## src/rtl/game_sequencer.sv

```systemverilog
// Runner game sequencer: frame tick and timer, game state machine with speed
// acceleration, pause toggling and crash-restart hold-off.
module game_sequencer #(
    parameter int CLK_PER_FRAME = 555_555,
    parameter int FPS           = 60,
    parameter int SPEED_W       = 15,
    parameter int SPEED_INIT    = 6144,
    parameter int MAX_SPEED     = 13312,
    parameter int ACCELERATION  = 1,
    parameter int CLEAR_TIME    = 180,
    parameter int RESTART_DELAY = 45
) (
    input  logic                    clk,
    input  logic                    rst,
    input  logic                    jumping,
    input  logic                    pause_req,
    input  logic                    crashed,
    output logic                    update,
    output logic [$clog2(FPS)-1:0]  timer,
    output logic [1:0]              state,
    output logic [SPEED_W-1:0]      speed,
    output logic                    has_obstacles,
    output logic                    game_rst
);

    localparam int CNT_W = $clog2(CLK_PER_FRAME);
    localparam int TMR_W = $clog2(FPS);
    localparam int CLR_W = (CLEAR_TIME > 0) ? $clog2(CLEAR_TIME + 1) : 1;
    localparam int CRS_W = (RESTART_DELAY > 0) ? $clog2(RESTART_DELAY + 1) : 1;

    localparam logic [CNT_W-1:0]   CNT_LAST = CNT_W'(CLK_PER_FRAME - 1);
    localparam logic [TMR_W-1:0]   TMR_LAST = TMR_W'(FPS - 1);
    localparam logic [SPEED_W-1:0] SPD_INIT = SPEED_W'(SPEED_INIT);
    localparam logic [SPEED_W:0]   SPD_MAX  = (SPEED_W + 1)'(MAX_SPEED);
    localparam logic [SPEED_W:0]   SPD_ACC  = (SPEED_W + 1)'(ACCELERATION);
    localparam logic [CLR_W-1:0]   CLR_LAST = CLR_W'(CLEAR_TIME);
    localparam logic [CRS_W-1:0]   CRS_LAST = CRS_W'(RESTART_DELAY);

    if (SPEED_INIT > MAX_SPEED || MAX_SPEED >= (1 << SPEED_W) ||
        CLK_PER_FRAME < 2 || FPS < 2) begin : g_param_check
        $fatal(1, "game_sequencer: illegal parameter set");
    end

    typedef enum logic [1:0] {
        S_WAIT  = 2'd0,
        S_RUN   = 2'd1,
        S_PAUSE = 2'd2,
        S_CRASH = 2'd3
    } state_t;

    state_t           st;
    logic [CNT_W-1:0] cnt;
    logic [CLR_W-1:0] clear_cnt;
    logic [CLR_W-1:0] clear_next;
    logic [CRS_W-1:0] crash_cnt;
    logic             pause_q;
    logic             pause_pend;
    logic             pause_rise;

    // Sum is formed one bit wider so an overflow past the ceiling still clamps.
    function automatic logic [SPEED_W-1:0] accel_sat(input logic [SPEED_W-1:0] s);
        logic [SPEED_W:0] sum;
        sum = {1'b0, s} + SPD_ACC;
        return (sum > SPD_MAX) ? SPD_MAX[SPEED_W-1:0] : sum[SPEED_W-1:0];
    endfunction

    assign pause_rise = pause_req & ~pause_q;
    assign clear_next = (clear_cnt == CLR_LAST) ? clear_cnt : clear_cnt + 1'b1;
    assign state      = st;

    always_ff @(posedge clk or posedge rst) begin
        if (rst) begin
            cnt    <= '0;
            update <= 1'b0;
            timer  <= '0;
        end else begin
            update <= (cnt == CNT_LAST);
            if (cnt == CNT_LAST) begin
                cnt   <= '0;
                timer <= (timer == TMR_LAST) ? '0 : timer + 1'b1;
            end else begin
                cnt <= cnt + 1'b1;
            end
        end
    end

    always_ff @(posedge clk or posedge rst) begin
        if (rst) begin
            st            <= S_WAIT;
            speed         <= '0;
            has_obstacles <= 1'b0;
            game_rst      <= 1'b0;
            clear_cnt     <= '0;
            crash_cnt     <= '0;
            pause_q       <= 1'b0;
            pause_pend    <= 1'b0;
        end else begin
            pause_q  <= pause_req;
            game_rst <= 1'b0;
            // A request is consumed at each frame; an edge on the frame cycle itself carries over.
            if (update) begin
                pause_pend <= pause_rise;
            end else if (pause_rise) begin
                pause_pend <= 1'b1;
            end

            case (st)
                S_WAIT: begin
                    if (update && jumping) begin
                        st            <= S_RUN;
                        speed         <= SPD_INIT;
                        clear_cnt     <= '0;
                        has_obstacles <= 1'b0;
                    end
                end
                S_RUN: begin
                    if (crashed) begin
                        st        <= S_CRASH;
                        crash_cnt <= '0;
                    end else if (update) begin
                        if (pause_pend) begin
                            st <= S_PAUSE;
                        end else begin
                            speed     <= accel_sat(speed);
                            clear_cnt <= clear_next;
                            if (clear_next == CLR_LAST) begin
                                has_obstacles <= 1'b1;
                            end
                        end
                    end
                end
                S_PAUSE: begin
                    if (update && pause_pend) begin
                        st <= S_RUN;
                    end
                end
                S_CRASH: begin
                    pause_pend <= 1'b0;
                    if (update) begin
                        if (jumping && crash_cnt == CRS_LAST) begin
                            st            <= S_RUN;
                            speed         <= SPD_INIT;
                            clear_cnt     <= '0;
                            has_obstacles <= 1'b0;
                            crash_cnt     <= '0;
                            game_rst      <= 1'b1;
                        end else if (crash_cnt != CRS_LAST) begin
                            crash_cnt <= crash_cnt + 1'b1;
                        end
                    end
                end
                default: st <= S_WAIT;
            endcase
        end
    end

endmodule

```

## config.mk

```make
export PLATFORM = sky130hd
export DESIGN_NAME = game_sequencer
export DESIGN_NICKNAME = d
export VERILOG_FILES = /design/src/rtl/game_sequencer.sv
export SDC_FILE = /design/constraint.sdc
export NUM_CORES = 1
export LEC_CHECK = 0
export CORE_AREA = 2 2 81 83
export CTS_BUF_LIST = sky130_fd_sc_hd__clkbuf_2 sky130_fd_sc_hd__clkbuf_4 sky130_fd_sc_hd__clkbuf_8
export DETAILED_ROUTE_END_ITERATION = 8
export DIE_AREA = 0 0 83 85
export HOLD_SLACK_MARGIN = 0.06
export PLACE_DENSITY = 0.9
export SETUP_SLACK_MARGIN = 0.1
export SLEW_MARGIN = 20
export SYNTH_ARGS = -nofsm -noshare
export SYNTH_HDL_FRONTEND = slang
export SYNTH_SLANG_ARGS = --single-unit
```

## constraint.sdc

```tcl
create_clock -name clk -period 5.43 [get_ports clk]
set_input_delay 1.086 -clock clk [delete_from_list [all_inputs] [get_ports clk]]
set_output_delay 1.086 -clock clk [all_outputs]
set_load 0.005 [all_outputs]
```

## Yosys cells after proc, flatten, opt, wreduce, memory -nomap -nowiden

Index checks and enable logic that the tools add are counted.

- Register bits after elaboration: 62
- Output and inout bits: 26

- Muxes and demuxes: 45
- $lt $le $gt $ge: 1
- Bitwise operators: 2
- Add/sub/neg operators: 5
- Reduce and logical (&&, ||, !) cells: 11
- Eq/ne operators: 21

Operators by type and width:

| cell | number |
|---|---|
| 2-to-1 mux 15 bit | 7 |
| 2-to-1 mux 8 bit | 7 |
| case mux 15 bit (3 select lines) | 1 |
| 2-to-1 mux 6 bit | 5 |
| case mux 8 bit (3 select lines) | 1 |
| adder 20 x 1 -> 20 bit, second input constant | 1 |
| == test 20 bit, second input constant | 1 |
| 2-to-1 mux 20 bit | 1 |
| != test 2 bit, second input constant | 9 |
| adder 15 x 1 -> 16 bit, second input constant | 1 |
| == test 8 bit, second input constant | 2 |
| greater-than comparator 16 x 14 -> 1 bit, second input constant | 1 |
| 2-to-1 mux 2 bit | 7 |
| 2-to-1 mux 1 bit | 13 |
| adder 6 x 1 -> 6 bit, second input constant | 2 |
| == test 6 bit, second input constant | 2 |
| case mux 6 bit (2 select lines) | 1 |
| != test 3 bit, second input constant | 3 |
| adder 8 x 1 -> 8 bit, second input constant | 1 |
| case mux 2 bit (4 select lines) | 1 |
| AND reduction 8 bit | 1 |
| AND reduction 7 bit | 1 |
| != test 6 bit, second input constant | 1 |
| AND reduction 6 bit | 1 |
| other kinds (10) | 14 |

## Logic depth before layout (Yosys ltp)

Gate-level depths: netlist of the first run.

- Word-level depth: 8
- Mapped depth: 10
- Depth with buffers taken out: 9

## Least setup slack after synthesis of the first run

No wires, ideal clock.

- Kind: register -> register
- Start: reg speed[0]
- End: reg speed[7]
- Path slack: 3130 ps
- Stages on the path, launching flop included: 10
- Library setup time: 79 ps
- Arrival time: 2221 ps
- Path buffers: 2
- Data required time: 5351 ps
- Cells stage by stage: dfrtp_1 -> ha_1 -> and4_2 -> buf_2 -> nand2_1 -> o41a_1 -> o311ai_2 -> buf_6 -> nand4_1 -> mux2i_1

- Cells in the longest elaborated chain, start to end: 7

RTL lines:

| what | line | RTL |
|---|---|---|
| start: declaration | 21 | `output logic [SPEED_W-1:0] speed,` |
| start signal: assignment | 124 | `speed <= accel_sat(speed);` |
| adder 15 x 1 -> 16 bit (*) | 63 | `sum = {1'b0, s} + SPD_ACC;` |
| greater-than comparator 16 x 14 -> 1 bit | 64 | `return (sum > SPD_MAX) ? SPD_MAX[SPEED_W-1:0] : sum[SPEED_W-1:0];` |
| 2-to-1 mux 15 bit (*) | 64 |  |
| 2-to-1 mux 15 bit (*) | 121 | `if (pause_pend) begin` |
| 2-to-1 mux 15 bit (*) | 120 | `end else if (update) begin` |
| 2-to-1 mux 15 bit (*) | 117 | `if (crashed) begin` |
| case mux 15 bit (3 select lines) (*) | 107 | `case (st)` |

Mark *: on every way between the ends. The rest lies on a longest branch, timed or not. The select of a mux whose other input is x is not followed.
A chain may end at the register's enable or synchronous reset.

## Worst setup path in the final report of the first run

- Start: in jumping
- End: reg speed[9]

- Cells in the longest elaborated chain, start to end: 3
- Elaborated cells between the ends (all ways): 5
- Classes of those cells: 2 x eq/ne; 3 x reduce/logical

RTL lines:

| what | line | RTL |
|---|---|---|
| start: declaration | 15 | `input logic jumping,` |
| logical AND 1 bit (on tied branches) | 140, 109 |  |
| != test 2 bit (no source line) | -- |  |
| AND reduction 7 bit (no source line) (*) | -- |  |

Mark *: on every way between the ends. The rest lies on a longest branch, timed or not.

==> out/results.ini, run 1 <==
[placed_design]
dp_cells=490
hpwl_um=5170
place.gp.congestion=0.852
io_buffer_count=30
post-place-ws_ns=1.97

[clock_tree]
cts_sinks=62
cts_tree=yes
cts-root-buf=clkbuf_8
cts_made_buffers=9
htreeDepth=3
cts-hold-fix-buffers=0
cts-resized-gates=0
clkSlewWorstSetupHoldPaths_ns=0.07
post-cts-setup-buffers=0
clkLatencyLatePin_ns=0.35
clock_path_buffers=2

[critical_path]
worstPathRequired_ns=5.71
cp-start-kind=input pin
crit_path_end_kind=flop
path_class=in2reg
crit_start=jumping
cp_max_fo=15
arrival_ns=3.46
r2r_start=speed[0]
r2r_setup_slack_ns=2.46

[drt]
wl_per_cell_um=15.4
ant_nets=0
num_vias=3074
dr.pass1.iters=5
drt-total-wl_um=7790
viasPerCell=6.08
first_iter_violations=231
drcViolationCount=0

[global_route]
grt_usage_pct=22.5
antenna_found_initial=0
overflow=0
grt_pass1_vias=2819
grt_max_degree=63
grt_pass1_wl_um=12900

[die]
die_h_um=85
row_count=29
pin_count=31
dieArea_mm2=0.00706
start_util_pct=58.1
die_width_um=83
core_mm2=0.00620

[worst_hold_path]
min_path_type=reg2reg
hp-start=cnt[17]

[timing]
hold_viol=0
drv_slew=0
relSlewSlack_pct=37.9
finClkSkew_ns=0.00928
tightestPinTransition_ns=0.930
rsz0062_at_grt=no
max_freq_mhz=314
setup_viol=0
post-route-period-util_pct=58.6
fin_tns_setup_ns=0
min_period_ns=3.18
layout_setup_ws_ns=2.25
hold_ws_ns=0.485

[synth]
synth_top_cell_by_area=dfrtp_1
syn_nets=416
ys_ff_latch=62
synth_edf_count=0
synth_area_per_cell_um2=9.06
synthFlopType=dfrtp_1
syn_area_mm2=0.00361
yosys_warnings=0
synthArstFlopShare_pct=100
ys_seq_area_share_pct=43.0
yosys-top-cells-area=dfrtp_1 43%, nand2_1 5.4%, nand3_1 5.0%, ha_1 4.5%, nor2_1 4.2%
synthCells=398
ys_types=62
synthDominantCellAreaShare_pct=43.0

[layout]
nets=442
fillers=483
diodes=0
area_growth_pct=13.5
final_cells=506
final_layout_size_suffix_gt1_share_pct=8.16

[run]
maxCapViolCount=0

[power_and_ir_drop]
p_leak_uw=0.00175
powerDensity_mw_per_mm2=357
finalPower_uw=1460
ir_drop_v=0.000212

[status]
outcome=completed

-- layout make-up --
type | count | area, um2 | area share, %
Multi-Input combinational cell | 305 | 1910 | 46.6
Inverter | 15 | 56.3 | 1.38
Sequential cell | 62 | 1550 | 37.9
Tap cell | 77 | 96.3 | 2.35
Timing Repair Buffer | 31 | 308 | 7.52
Clock buffer | 12 | 153 | 3.73
Clock inverter | 4 | 22.5 | 0.550
-- sequential cells by signal, summed over array words and instances (netlist names), 2 cells and up --
register / flops
timer: 6
crash_cnt: 6
clear_cnt: 8
cnt: 20
speed: 15
state: 2
-- per-stage QoR --
step,cell area [um2],util (%)
floorplan,3610,-
global placement,3920,63.2
detailed placement,3920,63.2
CTS,4090,66.0
global route,4090,66.0
finish,4090,66.0
-- report_power, final --
part	leakage (uW)	switching, uW	total, uW	internal (uW)
clock network	0.0000930	183	369	186
logic	0.000840	293	488	194
registers	0.000817	90.0	605	515
-- worst paths after layout --
check                           end  cells past startpoint
max                        speed[9]                      8
min                         cnt[17]                      1
max reg2reg                speed[8]                      7
min reg2reg                 cnt[17]                      1
max in group asynchronous    cnt[0]                      3
min in group asynchronous  timer[1]                      3
-- cell usage in the layout, fill, tap and decap left out, types with 3 or more instances in the layout --
cell type        instances
a21oi_1                 11
a31oi_1                  6
and3_1                   8
and4_1                   3
clkbuf_8                10
clkdlybuf4s50_1         30
clkinv_2                 3
dfrtp_1                 62
ha_1                    13
inv_1                   14
mux2_2                   3
mux2i_1                  3
nand2_1                 52
nand2b_1                 3
nand3_1                 36
nand4_1                 13
nor2_1                  40
nor2b_1                  3
nor3_1                   7
o211ai_1                 3
o21ai_0                 19
o31ai_1                  5
or4b_2                   3
xnor2_1                 16
xor2_1                  14
-- critical path: stages --
cell and delay [ns]:
clkdlybuf4s50_1 0.59, nand2_1 0.09, o21ai_0 0.09, nand3_1 0.15
nor2_1 0.71, and3_1 0.43, nand3_1 0.16, nand3_1 0.16
-- per-layer routing --
layer	track usage (%)	vias up	wire, um
met2	36.4	113	3730
li1	-	1468	-
met5	0	-	0
met3	5.45	16	441
met4	9.09	0	142
met1	29.4	1477	3480
-- cell usage after synthesis, drive strengths merged, types with 9 or more instances --
cell type and instances:
dfrtp 62, nand2 53, nor2 40, nand3 37
o21ai 21, xnor2 16, inv 15, xor2 14
ha 13, nand4 13, a21oi 11, buf 11
and3 9
-- cell families after synthesis --
| family | count (synthesis) | synth area share (%) |
|---|---|---|
| buffers and inverters | 31 | 4.13 |
| AOI/OAI and AO/OA | 66 | 12.0 |
| and+or+nand+nor | 189 | 26.9 |
| adders and majority gates | 13 | 4.51 |
| DFF | 62 | 43.0 |
| xor gates and xnor gates | 30 | 7.28 |
| muxes | 7 | 2.15 |
No activity file was read; power rests on OpenSTA's default activity.
==> run 2: changes to the inputs <==
--- a/config.mk
+++ b/config.mk
@@ -5,12 +5,12 @@
 export SDC_FILE = /design/constraint.sdc
 export NUM_CORES = 1
 export LEC_CHECK = 0
-export CORE_AREA = 2 2 81 83
+export CORE_AREA = 2 2 85 87
 export CTS_BUF_LIST = sky130_fd_sc_hd__clkbuf_2 sky130_fd_sc_hd__clkbuf_4 sky130_fd_sc_hd__clkbuf_8
 export DETAILED_ROUTE_END_ITERATION = 8
-export DIE_AREA = 0 0 83 85
+export DIE_AREA = 0 0 87 89
 export HOLD_SLACK_MARGIN = 0.06
-export PLACE_DENSITY = 0.9
+export PLACE_DENSITY = 0.86
 export SETUP_SLACK_MARGIN = 0.1
 export SLEW_MARGIN = 20
 export SYNTH_ARGS = -nofsm -noshare
==> constraint.sdc (replaced) <==
create_clock -name clk -period 2.7 [get_ports clk]
set_input_delay 0.54 -clock clk [delete_from_list [all_inputs] [get_ports clk]]
set_output_delay 0.54 -clock clk [all_outputs]
set_load 0.005 [all_outputs]
==> out/results.ini, run 2 (synthesized netlist as in run 1, its figures left out) <==
[worst_hold_path]
min_path_type=reg2reg

[timing]
layout_setup_ws_ns=0.274
rsz0062_at_grt=no
max_freq_mhz=412
finClkSkew_ns=0.00950
setup_viol=0
fin_tns_setup_ns=0
relSlewSlack_pct=67.0
post-route-period-util_pct=89.8
tightestPinTransition_ns=0.491
min_period_ns=2.43
hold_viol=0
drv_slew=0

[die]
pin_count=31
core_mm2=0.00672
die_h_um=89
row_count=30
die_width_um=87
start_util_pct=53.7
dieArea_mm2=0.00774

[placed_design]
hpwl_um=5210
place.gp.congestion=0.898
post-place-ws_ns=0.201
dp_cells=500
io_buffer_count=30

[critical_path]
cp_max_fo=11
path_class=reg2reg
worstPathRequired_ns=2.97
crit_path_end_kind=flop
cp-start-kind=flop
arrival_ns=2.70

[clock_tree]
cts-hold-fix-buffers=0
cts_made_buffers=9
cts_sinks=62
clock_path_buffers=2
post-cts-setup-buffers=0
clkLatencyLatePin_ns=0.35
cts_tree=yes
htreeDepth=3
clkSlewWorstSetupHoldPaths_ns=0.07
cts-root-buf=clkbuf_8

[global_route]
met2_usage_pct=35.7
use_met1_pct=27.3
grt_pass1_vias=2917
antenna_found_initial=0
grt_pass1_wl_um=13100
busiest_layer=met2
overflow=0
met3_usage_pct=3.60
grt_max_degree=63
grt_usage_pct=21.2

[power_and_ir_drop]
powerDensity_mw_per_mm2=748
switchingPower_uw=1130
p_leak_uw=0.00181
switching_share_pct=35.9
seq_power_share_pct=38.6
intPower_uw=2020
finalPower_uw=3150
p_clk_share_pct=29.4
ir_drop_v=0.000449
comb_power_share_pct=32.0

[layout]
most-common-layout-cells=61 x dfrtp_1, 52 x nand2_1, 40 x nor2_1, 36 x nand3_1, 30 x clkdlybuf4s50_1
largest_register_ff_count=20
final_cells=516
fillers=528
diodes=0
largest_registers=cnt x20, speed x15, clear_cnt x8
final_layout_size_suffix_gt1_share_pct=10.3
top_register=cnt
final_common_cell=dfrtp_1
area_growth_pct=16.9
nets=449

[drt]
ant_nets=0
wl_per_cell_um=14.6
dr.pass1.iters=4
drt-total-wl_um=7550
drcViolationCount=0
viasPerCell=5.84
first_iter_violations=155
num_vias=3011

[run]
maxCapViolCount=0

[status]
outcome=completed

==> run 2: cell types whose count changed in the layout (fill, tap and decap cells not counted), sizes merged <==
| cell | previous run | this run |
|---|---|---|
| clkinv | 3 | 2 |
| clkinvlp | 1 | 0 |
| bufinv | 0 | 2 |
| buf | 1 | 8 |
==> run 2: power by group through the flow <==
| stage | Clock [uW] | Sequential (uW) | Combinational (uW) |
|---|---|---|---|
| after floorplan | 0 | 1170 | 731 |
| after global placement | 0 | 1220 | 972 |
| after detailed placement | 0 | 1230 | 1000 |
| after CTS | 937 | 1210 | 1000 |
| after global routing | 972 | 1240 | 1150 |
| final | 926 | 1220 | 1010 |
==> run 2: path summary, 6_finish.rpt <==
path,from,slack [ns],to,cells past startpoint
worst max-delay path,speed[1],0.27,speed[6],8
worst min-delay path,cnt[0],0.50,cnt[0],1
worst max register to register,speed[1],0.27,speed[6],8
worst min register to register,cnt[0],0.50,cnt[0],1
max in group asynchronous,rst,1.83,speed[0],3
min in group asynchronous,rst,0.59,timer[1],3
==> run 2: per-layer routing <==
metal / part of all wire, % / vias up
met2: 50 / 65
li1: - / 1482
met3: 3.6 / 9
met4: 1.1 / 0
met1: 46 / 1455
met5: 0 / -
==> run 2: stage by stage <==
stage | area [um2] | utilization (%) | hold WS (ns)
final | 4220 | 62.7 | 0.501
after global routing | 4220 | 62.7 | 0.529
after CTS | 4210 | 62.7 | 0.501
after detailed placement | 3990 | 59.3 | 0.492
after global placement | 3990 | 59.3 | 0.475
after floorplan | 3610 | - | 0.452
==> run 2: critical path, cell delays in order (launching register included) <==
cell and delay [ns]:
dfrtp_1 0.48, ha_2 0.30, and4_2 0.30, nand2_1 0.11
o41a_1 0.33, o311ai_2 0.33, buf_4 0.25, nand4_1 0.11
mux2i_1 0.14
==> run 2: repair_timing <==
item                                   CTS  global route
endpoints found under the hold margin    0             0
setup endpoints to repair                0             8
gates resized for setup                  0             3
==> run 2: cell type report <==
| type | instances | area [um2] | area share [%] |
|---|---|---|---|
| timing repair buffer | 38 | 373 | 8.85 |
| clock buffer | 12 | 153 | 3.62 |
| tap | 80 | 100 | 2.37 |
| sequential | 62 | 1550 | 36.8 |
| clock inverter | 4 | 70.1 | 1.66 |
| inverter | 15 | 56.3 | 1.34 |
| multi-input combinational | 305 | 1910 | 45.3 |
==> run 3: changes to the inputs <==
--- a/config.mk
+++ b/config.mk
@@ -12,6 +12,7 @@
 export HOLD_SLACK_MARGIN = 0.06
 export PLACE_DENSITY = 0.86
 export SETUP_SLACK_MARGIN = 0.1
+export SKIP_LAST_GASP = 1
 export SLEW_MARGIN = 20
 export SYNTH_ARGS = -nofsm -noshare
 export SYNTH_HDL_FRONTEND = slang
==> results of run 3 <==
No change in the layout: final DEF, timing and power equal those of run 2.
